===== src/rtl/icetap_mem_reader.sv =====
// Capture-memory read sequencer: walks num_words addresses from start_addr (wrapping),
// drives a 1-cycle-latency read port and streams words out through a 2-entry buffer.
// Optional abort input is enabled by defining ICETAP_READER_ABORT_EN.
module icetap_mem_reader #(
  parameter int ADDR_WIDTH = 8,
  parameter int DATA_WIDTH = 8
) (
  input  logic                  clk,
  input  logic                  reset_,
  input  logic                  start,
  input  logic [ADDR_WIDTH-1:0] start_addr,
  input  logic [ADDR_WIDTH:0]   num_words,
`ifdef ICETAP_READER_ABORT_EN
  input  logic                  abort,
`endif
  output logic                  busy,
  output logic                  done,
  output logic                  rd_ena,
  output logic [ADDR_WIDTH-1:0] rd_addr,
  input  logic [DATA_WIDTH-1:0] rd_data,
  output logic                  out_valid,
  input  logic                  out_ready,
  output logic [DATA_WIDTH-1:0] out_data,
  output logic                  out_last
);

  localparam int CW = ADDR_WIDTH + 1;
  localparam logic [CW-1:0] ONE = 1;

  typedef enum logic [1:0] {IDLE, RUN, DONE} state_t;

  state_t                state_reg, state_next;
  logic [ADDR_WIDTH-1:0] addr_reg;
  logic [CW-1:0]         issued_reg;
  logic [CW-1:0]         num_words_reg;
  logic                  inflight_reg;
  logic                  inflight_last_reg;
  logic                  wr_ptr_reg;
  logic                  rd_ptr_reg;
  logic [1:0]            occ_reg;

  logic [DATA_WIDTH-1:0] buf_data [2];
  logic                  buf_last [2];
  logic                  abort_req;
  logic                  push;
  logic                  pop;
  logic                  issue;
  logic [2:0]            level;
  logic                  can_issue;

`ifdef ICETAP_READER_ABORT_EN
  assign abort_req = abort && (state_reg == RUN);
`else
  assign abort_req = 1'b0;
`endif

  assign out_valid = (occ_reg != 2'd0);
  assign out_data  = out_valid ? buf_data[rd_ptr_reg] : '0;
  assign out_last  = out_valid & buf_last[rd_ptr_reg];

  // Abort wins over a same-cycle handshake.
  assign pop  = out_valid && out_ready && !abort_req;
  assign push = inflight_reg && !abort_req;

  // Reserve a buffer slot for every word already buffered or still in flight.
  assign level     = {1'b0, occ_reg} + {2'b00, inflight_reg};
  assign can_issue = (level < 3'd2) || ((level == 3'd2) && pop);
  assign issue     = (state_reg == RUN) && (issued_reg < num_words_reg) &&
                     can_issue && !abort_req;

  assign rd_ena  = issue;
  assign rd_addr = addr_reg;

  always_ff @(posedge clk) begin
    if (!reset_) state_reg <= IDLE;
    else         state_reg <= state_next;
  end

  always_comb begin
    state_next = state_reg;
    busy       = 1'b0;
    done       = 1'b0;
    case (state_reg)
      IDLE: begin
        if (start) state_next = (num_words == '0) ? DONE : RUN;
      end
      RUN: begin
        busy = 1'b1;
        if (abort_req)            state_next = IDLE;
        else if (pop && out_last) state_next = DONE;
      end
      DONE: begin
        done       = 1'b1;
        state_next = IDLE;
      end
      default: state_next = IDLE;
    endcase
  end

  always_ff @(posedge clk) begin
    if (!reset_) begin
      addr_reg          <= '0;
      issued_reg        <= '0;
      num_words_reg     <= '0;
      inflight_reg      <= 1'b0;
      inflight_last_reg <= 1'b0;
      wr_ptr_reg        <= 1'b0;
      rd_ptr_reg        <= 1'b0;
      occ_reg           <= 2'd0;
    end else begin
      if ((state_reg == IDLE) && start) begin
        addr_reg      <= start_addr;
        num_words_reg <= num_words;
        issued_reg    <= '0;
      end else if (issue) begin
        addr_reg   <= addr_reg + 1'b1;
        issued_reg <= issued_reg + ONE;
      end
      inflight_last_reg <= (issued_reg == num_words_reg - ONE);
      if (abort_req) begin
        inflight_reg <= 1'b0;
        wr_ptr_reg   <= 1'b0;
        rd_ptr_reg   <= 1'b0;
        occ_reg      <= 2'd0;
      end else begin
        inflight_reg <= issue;
        if (push) wr_ptr_reg <= ~wr_ptr_reg;
        if (pop)  rd_ptr_reg <= ~rd_ptr_reg;
        occ_reg <= occ_reg + {1'b0, push} - {1'b0, pop};
      end
    end
  end

  genvar gi;
  generate
    for (gi = 0; gi < 2; gi++) begin : g_buf
      logic [DATA_WIDTH-1:0] data_reg;
      logic                  last_reg;
      always_ff @(posedge clk) begin
        if (!reset_) begin
          data_reg <= '0;
          last_reg <= 1'b0;
        end else if (push && (wr_ptr_reg == 1'(gi))) begin
          data_reg <= rd_data;
          last_reg <= inflight_last_reg;
        end
      end
      assign buf_data[gi] = data_reg;
      assign buf_last[gi] = last_reg;
    end
  endgenerate

endmodule


===== config.mk =====
export PLATFORM = sky130hd
export DESIGN_NAME = icetap_mem_reader
export DESIGN_NICKNAME = d
export VERILOG_FILES = /design/src/rtl/icetap_mem_reader.sv
export SDC_FILE = /design/constraint.sdc
export NUM_CORES = 1
export LEC_CHECK = 0
export ABC_CLOCK_PERIOD_IN_PS = 2300
export CAP_MARGIN = 20
export CORE_MARGIN = 2
export CORE_UTILIZATION = 47
export DETAILED_ROUTE_END_ITERATION = 12
export PLACE_DENSITY = 0.76
export SYNTH_ARGS = -nofsm -noshare
export SYNTH_HDL_FRONTEND = slang
export SYNTH_SLANG_ARGS = --single-unit

===== constraint.sdc =====
create_clock -name clk -period 2.3 [get_ports clk]
set_input_delay 0.46 -clock clk [delete_from_list [all_inputs] [get_ports clk]]
set_output_delay 0.46 -clock clk [all_outputs]
set_load 0.01 [all_outputs]

==> results of run 1 <==
report_power, final:
part / internal, mW / switching (mW) / leakage (nW)
clock: 0.224 / 0.339 / 0.0463
combinational: 0.357 / 0.346 / 0.922
sequential: 0.958 / 0.0584 / 0.426
total: 1.54 / 0.744 / 1.39
metal layers:
layer / global-route usage / wire length [um]
met4: 0.0508 / 55
met1: 0.287 / 3350
met5: 0 / 0
met2: 0.374 / 3400
met3: 0.0511 / 351
cells by family (layout without fill, tap and decap cells):
family	Yosys count	in the layout	synth area share
flops	52	52	0.371
simple gates	146	146	0.252
mux	13	13	0.0469
compound gates	67	67	0.142
fa+ha+maj	17	17	0.0759
buf+inv	34	113	0.0460
xor+xnor	21	21	0.0656
area by class of cell:
cell class / count / area [um2] / area share
flip-flops and latches: 52 / 1050 / 0.277
repair buffers: 85 / 762 / 0.201
inverters: 20 / 76.3 / 0.0201
multi-input cells: 264 / 1710 / 0.452
well taps: 75 / 93.8 / 0.0248
clock buffers: 5 / 68.8 / 0.0182
clock inverters: 3 / 27.5 / 0.00726
tightest hold or removal path: cells and delay by family, from the launching register on:
family          cells  cell delay (ps)
flops               1              320
simple gates        1               50
compound gates      1               50
per-stage QoR:
step	hold WS, ps	cells	setup slack (ps)	util
after detailed placement	447	495	-323	0.615
after floorplan	432	350	58.6	-
after global placement	442	495	-323	0.615
final	460	504	32.7	0.648
after global routing	483	504	-54.9	0.648
after CTS	462	503	2.59	0.638
cell usage in the layout, fill, tap and decap left out, types with 11 or more instances in the layout:
cell,count
mux2i_1,12
dfxtp_1,45
xnor2_1,14
nor2_1,21
buf_4,36
nand2_1,59
ha_1,12
nand3_1,22
o21ai_0,11
a21oi_1,35
clkdlybuf4s50_1,48
inv_1,15
worst max-delay path by stage:
stage | end | slack, ps | cells after the start
after floorplan | issued_reg[8] | 60 | 8
after global placement | rd_ena | -320 | 8
after detailed placement | rd_ena | -320 | 8
after CTS | rd_ena | 3 | 8
after global routing | rd_ena | -50 | 7
final | rd_ena | 30 | 8
what timing repair did:
| action | 4_1_cts | 5_1_grt |
|---|---|---|
| setup buffers | 0 | 1 |
| endpoints found under the setup margin | 2 | 6 |
| gates resized for setup | 14 | 13 |
| pin swaps | 6 | 6 |
==> qor.yml, run 1 <==
cts:
  clock_sinks: 52
  cts_root_buf: "clkbuf_8"
  clk_path_buf_depth: 2
  clkSlewWorstSetupHoldPaths_ps: 110
  cts_tree: "yes"
  htreeDepth: 2
  postCtsHoldBufs: 0
  cts_made_buffers: 5
  worstSkewPairLatency_ps: 310
worst_setup_path:
  crit_fanout: 2
  crit_required_ps: 1840
  critPathArrivalTime_ps: 1810
  setup.worst_path.end_class: "output pin"
  reg2reg_from: "inflight_reg"
  cp-start-kind: "register"
  crit_type: "register to output pin"
  r2r_end: "issued_reg[8]"
  slowest_delay_ps: 370
  ff2ff_setup_slack_ps: 100
  ff2ff_path_depth: 9
  path_cells: "ha_4 > inv_2 > ha_4 > a31oi_4 > nor4b_4 > nand2_4 > inv_2 > buf_6"
  critPathBufInv: 3
  crit_start: "inflight_reg"
  crit_slowest_cell: "dfxtp_2"
  critPathTopFamily: "simple AND/OR/NAND/NOR gates"
placement:
  gp_congestion: 0.862
  hpwl_mm: 5.22
  dpl_cell_area_um2: 3600
  io_buffers: 49
synthesis:
  ys_top_cells_by_count: "nand2_1 (59), dfxtp_1 (52), a21oi_1 (36), nor2_1 (23), nand3_1 (22)"
  synth_largest_area_cell: "dfxtp_1"
  ys_types: 43
  syn_nets: 396
  yosysMostFrequentCell: "nand2_1"
  synth_edf_count: 0
  synthArstFlopShare: 0
  ys.flop_type: "dfxtp_1"
  yosys_warnings: 0
  yosysSeqAreaShare: 0.371
  ys_ff_latch: 52
  synth_top_area_share: 0.371
  avgSynthCellArea_um2: 8.01
  netlist_instances: 350
  synth_area_leaders: "dfxtp_1 (37%), nand2_1 (7.9%), ha_1 (7.6%), a21oi_1 (6.4%), xnor2_1 (4.4%)"
  netlist_area_um2: 2800
final_layout:
  largest_reg_flops: 16
  drive_gt1_frac: 0.168
  nNetsFinal: 474
  antenna_cells: 0
  final_area_um2: 3790
  syn_to_final_growth_pct: 35.3
  fillers: 485
die:
  initial_core_util: 0.479
  die_area_um2: 6600
  std_cell_rows: 28
  core_area_um2: 5850
  fp.dieW_um: 81.2
  die_y_um: 81.2
  io_pins: 50
sta:
  fin_crit_sh: 0.986
  fin_tns_setup_ps: 0
  tightestPinTransition_ps: 605
  min_period_ps: 2270
  final_hold_viol_count: 0
  slew_headroom: 0.596
  fin_worst_skew_ps: 15.5
  grt_setup_unrepaired: "true"
  setup_viol: 0
  fmax_ghz: 0.441
  slew_violations: 0
grt:
  grt_use_total: 0.221
  antenna_found_initial: 0
  grt_pass1_vias: 2455
  grt.overflow.total: 0
  grt_pass1_wl_mm: 11.3
  grt_max_degree: 38
pwr:
  ir_worst_vdd_v: 0.000309
  p_leak_nw: 1.39
  p_total_mw: 2.28
  power.density_nw_per_um2: 602
min_path:
  hold_start: "g_buf[0].data_reg[7]"
  holdPathEnd: "g_buf[0].data_reg[7]"
  hold_path.class: "register to register"
  hold_depth: 2
run:
  drv_cap: 0
drt:
  drt_first_pass_iters: 4
  routedWlPerCell_um: 14.2
  routed_wl_mm: 7.16
  initialDrtViolationCount: 196
  drc: 0
  viasPerCell: 5.38
  vias: 2709
  antenna_left: 0
status:
  status: "finished, final reports clean"
Power figures use the tool's default switching activity.
==> inputs of run 2 (changes only) <==
--- a/config.mk
+++ b/config.mk
@@ -14,3 +14,4 @@
 export SYNTH_ARGS = -nofsm -noshare
 export SYNTH_HDL_FRONTEND = slang
 export SYNTH_SLANG_ARGS = --single-unit
+export TNS_END_PERCENT = 30
==> results of run 2 <==
Same layout as run 1: the final DEF is identical, and so are final timing and power.
